## config.mk

```make
export PLATFORM = sky130hd
export DESIGN_NAME = program_loader
export DESIGN_NICKNAME = d
export VERILOG_FILES = /design/src/rtl/program_loader.sv
export SDC_FILE = /design/constraint.sdc
export NUM_CORES = 1
export LEC_CHECK = 0
export CAP_MARGIN = 25
export CORE_UTILIZATION = 50
export CTS_CLUSTER_DIAMETER = 200
export CTS_CLUSTER_SIZE = 40
export DETAILED_ROUTE_END_ITERATION = 10
export GPL_TIMING_DRIVEN = 0
export PLACE_DENSITY = 0.73
export RECOVER_POWER = 50
export SLEW_MARGIN = 5
export SYNTH_ARGS = -nofsm -noshare
export SYNTH_HDL_FRONTEND = slang
export SYNTH_SLANG_ARGS = --single-unit
```

## constraint.sdc

```tcl
create_clock -name clock -period 4.6 [get_ports clock]
set_input_delay 0.92 -clock clock [delete_from_list [all_inputs] [get_ports clock]]
set_output_delay 0.92 -clock clock [all_outputs]
set_load 0.05 [all_outputs]
```

## src/rtl/program_loader.sv

```systemverilog
// program_loader: receives a program as a byte stream on a valid/ready link.
// Frame layout: LEN_H, LEN_L, then N instruction words sent high byte first.
// Each word is written to instruction memory, starting at address 0.
// cpu_hold keeps the control unit parked until a complete load succeeds.
// Optional feature macro: PROGRAM_LOADER_CHECKSUM_EN. When it is defined, a
// trailing CHK byte must equal the XOR of every data byte.
module program_loader #(
  parameter int unsigned ADDR_W = 8
) (
  input  logic              clock,
  input  logic              reset,
  input  logic              load_start,
  input  logic [7:0]        rx_data,
  input  logic              rx_valid,
  output logic              rx_ready,
  output logic              mi_we,
  output logic [ADDR_W-1:0] mi_addr,
  output logic [15:0]       mi_wdata,
  output logic              cpu_hold,
  output logic              done,
  output logic              err
);

  // One extra counter bit, so a full-depth load reaches DEPTH without wrapping.
  localparam int unsigned CNT_W = ADDR_W + 1;
  localparam int unsigned DEPTH = 32'd1 << ADDR_W;
  localparam logic [CNT_W-1:0] CNT_ONE  = CNT_W'(1);
  localparam logic [CNT_W-1:0] CNT_ZERO = {CNT_W{1'b0}};

  typedef enum logic [2:0] {
    S_IDLE   = 3'd0,
    S_LEN_H  = 3'd1,
    S_LEN_L  = 3'd2,
    S_DATA_H = 3'd3,
    S_DATA_L = 3'd4,
    S_CHK    = 3'd5,
    S_FIN    = 3'd6,
    S_ERR    = 3'd7
  } state_e;

`ifdef PROGRAM_LOADER_CHECKSUM_EN
  // After the last data word the frame still carries the checksum byte.
  localparam state_e S_AFTER_DATA = S_CHK;

  function automatic logic [7:0] csum_update(input logic [7:0] acc, input logic [7:0] b);
    return acc ^ b;
  endfunction

  logic [7:0] csum_q, csum_d;
`else
  localparam state_e S_AFTER_DATA = S_FIN;
`endif

  state_e             state_q, state_d;
  logic [CNT_W-1:0]   cnt_q, cnt_d;
  logic [15:0]        len_q, len_d;
  logic [7:0]         hi_q, hi_d;
  logic               rx_ready_q, rx_ready_d;
  logic               mi_we_q, mi_we_d;
  logic [ADDR_W-1:0]  mi_addr_q, mi_addr_d;
  logic [15:0]        mi_wdata_q, mi_wdata_d;
  logic               cpu_hold_q, cpu_hold_d;
  logic               done_q, done_d;
  logic               err_q, err_d;

  logic               xfer_s;
  logic [15:0]        len_full_s;
  logic [CNT_W-1:0]   cnt_inc_s;
  logic               len_too_big_s;
  logic               last_word_s;

  assign xfer_s        = rx_valid & rx_ready_q;
  assign len_full_s    = {len_q[15:8], rx_data};
  assign cnt_inc_s     = cnt_q + CNT_ONE;
  assign len_too_big_s = (32'(len_full_s) > DEPTH);
  assign last_word_s   = (32'(cnt_inc_s) == 32'(len_q));

  // Next-state and next-output logic for the frame parser.
  always_comb begin
    state_d    = state_q;
    cnt_d      = cnt_q;
    len_d      = len_q;
    hi_d       = hi_q;
    mi_we_d    = 1'b0;
    mi_addr_d  = mi_addr_q;
    mi_wdata_d = mi_wdata_q;
    cpu_hold_d = cpu_hold_q;
    done_d     = 1'b0;
    err_d      = err_q;
`ifdef PROGRAM_LOADER_CHECKSUM_EN
    csum_d     = csum_q;
`endif
    case (state_q)
      S_IDLE, S_ERR: begin
        if (load_start) begin
          state_d    = S_LEN_H;
          err_d      = 1'b0;
          cpu_hold_d = 1'b1;
          cnt_d      = CNT_ZERO;
`ifdef PROGRAM_LOADER_CHECKSUM_EN
          csum_d     = 8'h00;
`endif
        end else begin
          state_d = state_q;
        end
      end
      S_LEN_H: begin
        if (xfer_s) begin
          len_d   = {rx_data, len_q[7:0]};
          state_d = S_LEN_L;
        end else begin
          state_d = S_LEN_H;
        end
      end
      S_LEN_L: begin
        if (xfer_s) begin
          len_d = len_full_s;
          if (len_too_big_s) begin
            state_d    = S_ERR;
            err_d      = 1'b1;
            cpu_hold_d = 1'b1;
          end else if (len_full_s == 16'h0000) begin
            state_d = S_AFTER_DATA;
          end else begin
            state_d = S_DATA_H;
          end
        end else begin
          state_d = S_LEN_L;
        end
      end
      S_DATA_H: begin
        if (xfer_s) begin
          hi_d    = rx_data;
          state_d = S_DATA_L;
`ifdef PROGRAM_LOADER_CHECKSUM_EN
          csum_d  = csum_update(csum_q, rx_data);
`endif
        end else begin
          state_d = S_DATA_H;
        end
      end
      S_DATA_L: begin
        if (xfer_s) begin
          mi_we_d    = 1'b1;
          mi_addr_d  = cnt_q[ADDR_W-1:0];
          mi_wdata_d = {hi_q, rx_data};
          cnt_d      = cnt_inc_s;
`ifdef PROGRAM_LOADER_CHECKSUM_EN
          csum_d     = csum_update(csum_q, rx_data);
`endif
          if (last_word_s) begin
            state_d = S_AFTER_DATA;
          end else begin
            state_d = S_DATA_H;
          end
        end else begin
          state_d = S_DATA_L;
        end
      end
`ifdef PROGRAM_LOADER_CHECKSUM_EN
      S_CHK: begin
        if (xfer_s) begin
          if (rx_data == csum_q) begin
            state_d = S_FIN;
          end else begin
            state_d    = S_ERR;
            err_d      = 1'b1;
            cpu_hold_d = 1'b1;
          end
        end else begin
          state_d = S_CHK;
        end
      end
`endif
      S_FIN: begin
        done_d     = 1'b1;
        cpu_hold_d = 1'b0;
        state_d    = S_IDLE;
      end
      default: begin
        state_d    = S_ERR;
        err_d      = 1'b1;
        cpu_hold_d = 1'b1;
      end
    endcase
  end

  // rx_ready is registered, so it is derived from the state being entered.
  always_comb begin
    rx_ready_d = 1'b0;
    case (state_d)
      S_LEN_H, S_LEN_L, S_DATA_H, S_DATA_L: rx_ready_d = 1'b1;
`ifdef PROGRAM_LOADER_CHECKSUM_EN
      S_CHK:                                rx_ready_d = 1'b1;
`endif
      default:                              rx_ready_d = 1'b0;
    endcase
  end

  // State and output registers; reset aborts any load in progress.
  always_ff @(posedge clock or negedge reset) begin
    if (!reset) begin
      state_q    <= S_IDLE;
      cnt_q      <= CNT_ZERO;
      len_q      <= 16'h0000;
      hi_q       <= 8'h00;
      rx_ready_q <= 1'b0;
      mi_we_q    <= 1'b0;
      mi_addr_q  <= {ADDR_W{1'b0}};
      mi_wdata_q <= 16'h0000;
      cpu_hold_q <= 1'b1;
      done_q     <= 1'b0;
      err_q      <= 1'b0;
`ifdef PROGRAM_LOADER_CHECKSUM_EN
      csum_q     <= 8'h00;
`endif
    end else begin
      state_q    <= state_d;
      cnt_q      <= cnt_d;
      len_q      <= len_d;
      hi_q       <= hi_d;
      rx_ready_q <= rx_ready_d;
      mi_we_q    <= mi_we_d;
      mi_addr_q  <= mi_addr_d;
      mi_wdata_q <= mi_wdata_d;
      cpu_hold_q <= cpu_hold_d;
      done_q     <= done_d;
      err_q      <= err_d;
`ifdef PROGRAM_LOADER_CHECKSUM_EN
      csum_q     <= csum_d;
`endif
    end
  end

  assign rx_ready = rx_ready_q;
  assign mi_we    = mi_we_q;
  assign mi_addr  = mi_addr_q;
  assign mi_wdata = mi_wdata_q;
  assign cpu_hold = cpu_hold_q;
  assign done     = done_q;
  assign err      = err_q;

endmodule

```

-- Word-level counts from Yosys, hierarchy flattened
Cells that the tools add are included.
- add/sub/neg operators: 1
- order comparisons: 1
- eq/ne operators: 15
- mux-type cells: 25
- bitwise logic cells: 5
- reductions and logical operators: 14
- operators with widths (kind ; count):
    $pmux 16 s2 ; 1
    $mux 3 ; 7
    $mux 9 ; 2
    $pmux 3 s6 ; 1
    $pmux 9 s2 ; 1
    $eq 9x16->1 ; 1
    $gt 16x9->1 const B ; 1
    $logic_not 16->1 ; 1
    $mux 16 ; 1
    $eq 3x2->1 const B ; 4
    $eq 3x3->1 const B ; 4
    $add 9x1->9 const B ; 1
    $reduce_and 3->1 ; 3
    $mux 1 ; 8
    $mux 8 ; 1
    $ne 2x2->1 const B ; 4
    $reduce_and 4->1 ; 2
    $reduce_or 4->1 ; 2
    $eq 3x1->1 const B ; 2
    $not 1->1 ; 4
    $pmux 1 s4 ; 1
    $reduce_and 2->1 ; 2
    $logic_not 3->1 ; 1
    $pmux 1 s3 ; 1
    other kinds (5) ; 5
- register bits after elaboration: 65
- input port bits: 12
- word-level logic and storage cells: 73

-- Longest topological paths before layout
Gate-level depths: netlist of run 1.
- depth in word-level cells: 8
- depth in mapped cells: 8

-- Least setup slack after synthesis of run 1
Ideal clock, no wire load.
- path kind: input -> register
- start: input rx_data[2]
- end: register hi_q[0]
- setup time: 125 ps
- arrival: 2475 ps
- slack: 2000 ps
- stages: 6
- path buffers: 0
- cell sequence: or4_1 -> nor3_2 -> nor3_2 -> o21a_2 -> nor2_4 -> mux2_2
- RTL lines (item ; line ; text):
    start, declared ; 13 ; input logic [7:0] rx_data,
    end signal, assigned ; 221 ; hi_q <= hi_d;
    end, declared ; 57 ; logic [7:0] hi_q, hi_d;

==> results of run 1 <==
[power breakdown]
part / switching (mW) / total, mW / internal, mW
registers: 0.135 / 0.910 / 0.775
clock network: 0.238 / 0.504 / 0.266
logic: 0.651 / 1.07 / 0.417
total: 1.02 / 2.48 / 1.46
[stage by stage]
step / instance area (um2) / hold slack [ns] / utilization / cells / worst slack (ns)
after global placement: 3597 / 0.4454 / 0.6040 / 443 / 0.4683
after global routing: 3800 / 0.4848 / 0.6380 / 459 / 1.529
after floorplan: 3113 / 0.4315 / - / 329 / 2.000
after detailed placement: 3595 / 0.4459 / 0.6036 / 443 / 1.252
final: 3800 / 0.4585 / 0.6380 / 459 / 1.602
after CTS: 3800 / 0.4640 / 0.6380 / 459 / 1.623
[synthesized netlist by cell type, drive strengths merged (4+ instances only)]
master,n
buf,7
clkbuf,15
dfrtp,64
inv,4
mux2,17
nand2,104
nand3,11
nor2,11
nor3,4
nor4,4
o21ai,27
xnor2,6
xor2,5
[cell type report]
class / count / area share
multi-input cells: 238 / 0.3586
clock inverters: 6 / 0.01778
clock buffers: 10 / 0.03622
flip-flops and latches: 65 / 0.4284
repair buffers: 39 / 0.1021
plain buffers: 22 / 0.02832
inverters: 4 / 0.003951
well taps: 75 / 0.02470
[flip-flops by register name, summed over array words and instances, names as in the netlist]
signal	count
mi_wdata	16
mi_addr	8
len_q	16
done	1
cpu_hold	1
err	1
hi_q	8
state_q	3
mi_we	1
rx_ready	1
cnt_q	9
[worst register-to-register path, stage by stage (launching register included)]
cell	delay (ns)
dfrtp_1	0.48
ha_1	0.19
clkbuf_1	0.33
nand3_1	0.14
xor2_1	0.23
xor2_1	0.25
nand3_1	0.10
or4_4	0.45
o211ai_2	0.08
[how the worst min path moves through the flow]
stage	start	end	slack (ns)	depth (start not counted)
after global placement	hi_q[7]$_DFFE_PN0P_	mi_wdata[15]$_DFFE_PN0P_	0.45	2
after global routing	hi_q[7]$_DFFE_PN0P_	mi_wdata[15]$_DFFE_PN0P_	0.48	2
after CTS	hi_q[7]$_DFFE_PN0P_	mi_wdata[15]$_DFFE_PN0P_	0.46	2
after floorplan	hi_q[7]$_DFFE_PN0P_	mi_wdata[15]$_DFFE_PN0P_	0.43	2
after detailed placement	hi_q[7]$_DFFE_PN0P_	mi_wdata[15]$_DFFE_PN0P_	0.45	2
final	hi_q[7]$_DFFE_PN0P_	mi_wdata[15]$_DFFE_PN0P_	0.46	2
[logic make-up (layout without fill, tap and decap cells)]
family	Yosys count	after routing	synth area share
and+or+nand+nor	150	150	0.2138
DFF	65	65	0.5229
AOI/OAI and AO/OA	57	57	0.1210
buffers and inverters	26	81	0.03939
muxes	18	18	0.06471
xor gates and xnor gates	11	11	0.03095
adders and majority gates	2	2	0.007234
[layer usage]
| layer | routed length [um] | part of all wire |
|---|---|---|
| met2 | 3233 | 0.47 |
| met5 | 0 | 0 |
| met1 | 3178 | 0.46 |
| met3 | 426 | 0.061 |
| met4 | 96 | 0.014 |
==> flow_metrics.env, run 1 <==
export IMPL_dieWidth_um=80.91
export IMPL_max_freq_mhz=333.5
export IMPL_yosys_area_top_type="dfrtp_1"
export IMPL_use_met3=0.05843
export IMPL_clockBufferDepth=2
export IMPL_seq_area_um2=1628
export IMPL_crit_start="rx_data[1]"
export IMPL_cp_top_family="simple AND/OR/NAND/NOR gates"
export IMPL_cts_root_buf="clkbuf_8"
export IMPL_critical_path_endpoint="hi_q[5]$_DFFE_PN0P_"
export IMPL_netlist_area_um2=3113
export IMPL_path_cells="clkdlybuf4s50_1 -> or4_1 -> nor3_2 -> nor3_2 -> o21a_2 -> nor2_4 -> mux2_2"
export IMPL_slowest_stage="or4_1"
export IMPL_dp_hpwl_mm=4.606
export IMPL_synthCells=329
export IMPL_peakVddDrop_v=0.0004093
export IMPL_cap_violations=0
export IMPL_synth_top_area_share=0.5145
export IMPL_ant_nets=0
export IMPL_hold_viol=0
export IMPL_finClkSkew_ns=0.007520
export IMPL_met1_usage=0.3350
export IMPL_slew_violations=0
export IMPL_synth_edf_count=0
export IMPL_h_tree_depth=3
export IMPL_ios=41
export IMPL_slew_headroom=0.4586
export IMPL_finalSetupViolations=0
export IMPL_clkLatencyLatePin_ns=0.35
export IMPL_finalPower_mw=2.481
export IMPL_dieArea_um2=6546
export IMPL_grt_remaining_overflow=0
export IMPL_antenna_found_initial=0
export IMPL_synth_warning_count=0
export IMPL_final_cell_mix="104 x nand2_1, 64 x dfrtp_1, 37 x clkdlybuf4s50_1"
export IMPL_num_antenna_cells=0
export IMPL_io_buffers=39
export IMPL_timing_worst_setup_path_type="in2reg"
export IMPL_ys_types=58
export IMPL_nets=392
export IMPL_crit_path_start_kind="input port"
export IMPL_mappedNetlistNets=342
export IMPL_rows=28
export IMPL_cp_required_ns=4.83
export IMPL_synthToLayoutAreaGrowth_pct=22.07
export IMPL_routabilityCongestion=0.8438
export IMPL_p_leak_nw=1.717
export IMPL_crit_cells=7
export IMPL_hold_buffers=0
export IMPL_worstHoldPathType="reg2reg"
export IMPL_worst_slew_pin_slew_ns=0.8122
export IMPL_layout_commonest_cell="nand2_1"
export IMPL_routed_wl_mm=6.934
export IMPL_grtUsageMet2=0.3546
export IMPL_worstPathArrival_ns=3.23
export IMPL_synthFlopType="dfrtp_1"
export IMPL_grt_max_degree=66
export IMPL_timing_final_crit_period_ns=2.999
export IMPL_async_flop_share=1.000
export IMPL_reg2reg_from="cnt_q[1]$_DFFE_PN0P_"
export IMPL_nFillCells=523
export IMPL_end_kind="register"
export IMPL_ff2ff_setup_slack_ns=2.27
export IMPL_rsz0062_at_grt="no"
export IMPL_worstPathMaxFanout=8
export IMPL_clk_pin_slew_ns=0.08
export IMPL_path_buf_inv=1
export IMPL_power_density_nw_per_um2=653.0
export IMPL_initialDrtViolationCount=216
export IMPL_synth_avg_cell_area_um2=9.462
export IMPL_track_usage=0.2395
export IMPL_dr_pass1_iters=4
export IMPL_tns_ns=0
export IMPL_clkSinkCount=65
export IMPL_cp_common_cell="nor3_2"
export IMPL_postCtsSetupRepairBufs=0
export IMPL_cts_repair_resized=0
export IMPL_r2r_end="state_q[2]$_DFF_PN0_"
export IMPL_synth_seq_cells=65
export IMPL_cpPeakStageDelay_ns=0.63
export IMPL_grt_pass1_vias=2380
export IMPL_synth_seq_area_share=0.5229
export IMPL_start_util=0.5227
export IMPL_die_h_um=80.91
export IMPL_drc_errors=0
export IMPL_top_usage_layer="met2"
export IMPL_grt_pass1_wl_mm=11.62
export IMPL_core_area_um2=5956
export IMPL_cts_buffers=9
export IMPL_vias=2508
export IMPL_routedWlPerCell_um=15.11
export IMPL_tritoncts="yes"
export IMPL_multi_input_area_um2=1363
export IMPL_netlist_top_cells_area="dfrtp_1 51%, nand2_1 13%, mux2_2 5.8%, o21ai_0 4.3%, clkbuf_1 1.8%"
export IMPL_fin_crit_sh=0.6518
export IMPL_run_status="finished clean"
export IMPL_reg2reg_depth=8
export IMPL_via_per_inst=5.464
export IMPL_layout_drive_gt1_share=0.1328
Note: power is estimated with default switching activity, not from simulation.
==> run 2, diff against run 1 <==
==> constraint.sdc (replaced) <==
create_clock -name clock -period 2.9 [get_ports clock]
set_input_delay 0.58 -clock clock [delete_from_list [all_inputs] [get_ports clock]]
set_output_delay 0.58 -clock clock [all_outputs]
set_load 0.05 [all_outputs]
==> flow_metrics.env, run 2 (synthesis results as in run 1) <==
export IMPL_rsz0062_at_grt="no"
export IMPL_finalSetupViolations=0
export IMPL_start_util=0.5227
export IMPL_top_usage_layer="met2"
export IMPL_die_h_um=80.91
export IMPL_power_density_nw_per_um2=1037
export IMPL_finClkSkew_ns=0.007418
export IMPL_h_tree_depth=3
export IMPL_final_cells=459
export IMPL_failed_checks="capacitance limit, slew limit"
export IMPL_track_usage=0.2395
export IMPL_ant_nets=0
export IMPL_layout_commonest_cell="nand2_1"
export IMPL_final_util=0.6374
export IMPL_clk_pin_slew_ns=0.08
export IMPL_reg2reg_depth=8
export IMPL_cp_common_cell="nor3_2"
export IMPL_slew_violations=66
export IMPL_cpPeakStageDelay_ns=0.63
export IMPL_tritoncts="yes"
export IMPL_initialDrtViolationCount=218
export IMPL_clkSinkCount=65
export IMPL_grt_pass1_wl_mm=11.62
export IMPL_hold_start="hi_q[7]$_DFFE_PN0P_"
export IMPL_rows=28
export IMPL_hold_buffers=0
export IMPL_path_buf_inv=1
export IMPL_io_buffers=39
export IMPL_timing_worst_setup_path_type="in2reg"
export IMPL_end_kind="register"
export IMPL_max_freq_mhz=376.7
export IMPL_worstPathMaxFanout=8
export IMPL_clockBufferDepth=2
export IMPL_path_cells="clkdlybuf4s50_1 -> or4_1 -> nor3_2 -> nor3_2 -> o21a_2 -> nor2_4 -> mux2_2"
export IMPL_cp_required_ns=3.13
export IMPL_whs_ns=0.4585
export IMPL_worst_slew_pin_slew_ns=1.597
export IMPL_routed_wl_mm=6.941
export IMPL_grt_remaining_overflow=0
export IMPL_crit_path_start_kind="input port"
export IMPL_worstPathArrival_ns=2.89
export IMPL_core_area_um2=5956
export IMPL_via_per_inst=5.545
export IMPL_antenna_found_initial=0
export IMPL_timing_final_crit_period_ns=2.654
export IMPL_drc_errors=0
export IMPL_hold_end="mi_wdata[15]$_DFFE_PN0P_"
export IMPL_cts_repair_resized=0
export IMPL_synthToLayoutAreaGrowth_pct=21.95
export IMPL_peakVddDrop_v=0.0006501
export IMPL_met1_usage=0.3350
export IMPL_worstHoldPathType="reg2reg"
export IMPL_final_cell_mix="104 x nand2_1, 64 x dfrtp_1, 37 x clkdlybuf4s50_1"
export IMPL_routedWlPerCell_um=15.12
export IMPL_dr_pass1_iters=4
export IMPL_layout_drive_gt1_share=0.1302
export IMPL_dp_cells=443
export IMPL_postCtsSetupRepairBufs=0
export IMPL_clkLatencyLatePin_ns=0.35
export IMPL_slowest_stage="or4_1"
export IMPL_vias=2545
export IMPL_dieArea_um2=6546
export IMPL_cts_root_buf="clkbuf_8"
export IMPL_use_met3=0.05843
export IMPL_hold_viol=0
export IMPL_r2r_end="state_q[2]$_DFF_PN0_"
export IMPL_cap_violations=1
export IMPL_ios=41
export IMPL_grtUsageMet2=0.3546
export IMPL_slew_headroom=-0.06465
export IMPL_dieWidth_um=80.91
export IMPL_reg2reg_from="cnt_q[1]$_DFFE_PN0P_"
export IMPL_num_antenna_cells=0
export IMPL_run_status="finished, violations left"
export IMPL_cts_buffers=9
export IMPL_grt_max_degree=66
export IMPL_ff2ff_setup_slack_ns=0.56
export IMPL_routabilityCongestion=0.8438
export IMPL_nFillCells=521
export IMPL_grt_pass1_vias=2380
export IMPL_dp_hpwl_mm=4.606
export IMPL_p_leak_nw=1.715
export IMPL_fin_crit_sh=0.9153
export IMPL_nets=392
export IMPL_cp_top_family="simple AND/OR/NAND/NOR gates"
export IMPL_min_path_cells=2
==> run 2: cell types whose count changed in the layout (fill, tap and decap cells not counted) <==
cell,before,now
clkbuf_2,0,1
clkbuf_1,15,16
buf_4,5,4
buf_2,2,1
==> run 2: cell type report <==
cell class / instances / area [um2] / share of cell area
buffer: 22 / 106.4 / 0.02802
clock buffer: 10 / 137.6 / 0.03626
clock inverter: 6 / 67.56 / 0.01780
inverter: 4 / 15.01 / 0.003955
multi-input combinational: 238 / 1363 / 0.3589
sequential: 65 / 1628 / 0.4288
tap: 75 / 93.84 / 0.02472
timing repair buffer: 39 / 385.4 / 0.1015
==> run 2: worst max path at each step <==
stage	startpoint	slack, ns	depth (start not counted)	to
2_1_floorplan	rx_data[2]	0.64	6	hi_q[0]$_DFFE_PN0P_
3_3_place_gp	reset	-0.89	1	mi_wdata[7]$_DFFE_PN0P_
3_5_place_dp	rx_data[1]	-0.11	7	hi_q[4]$_DFFE_PN0P_
4_1_cts	rx_data[1]	0.26	7	hi_q[5]$_DFFE_PN0P_
5_1_grt	rx_data[1]	0.17	7	hi_q[5]$_DFFE_PN0P_
6_report	rx_data[1]	0.25	7	hi_q[5]$_DFFE_PN0P_
==> run 2: through the flow <==
stage | power [mW] | setup WS, ns | cell area (um2) | TNS [ns]
floorplan | 2.655 | 0.6400 | 3113 | 0
global route | 4.158 | 0.1686 | 3796 | 0
detailed placement | 3.140 | -0.1085 | 3595 | -0.8268
CTS | 3.946 | 0.2634 | 3800 | 0
finish | 3.936 | 0.2457 | 3796 | 0
global placement | 3.107 | -0.8917 | 3597 | -57.62
==> run 2: report_power, final <==
part           leakage, nW  switching (mW)  internal, mW  total, mW
Clock               0.0985           0.378         0.421      0.800
Combinational        0.782            1.03         0.661       1.69
Sequential           0.834           0.214          1.23       1.44
==> run 2: worst reg2reg max path, cell delays in order (launching register included) <==
cell and delay [ns]:
dfrtp_1 0.48, ha_1 0.19, clkbuf_1 0.34, nand3_1 0.15
xor2_1 0.23, xor2_1 0.25, nand3_1 0.10, or4_4 0.45
o211ai_2 0.08
==> run 2: metal layers <==
metal,wire [um],part of all wire
met1,3191,0.46
met2,3186,0.46
met3,459,0.066
met4,104,0.015
met5,0,0
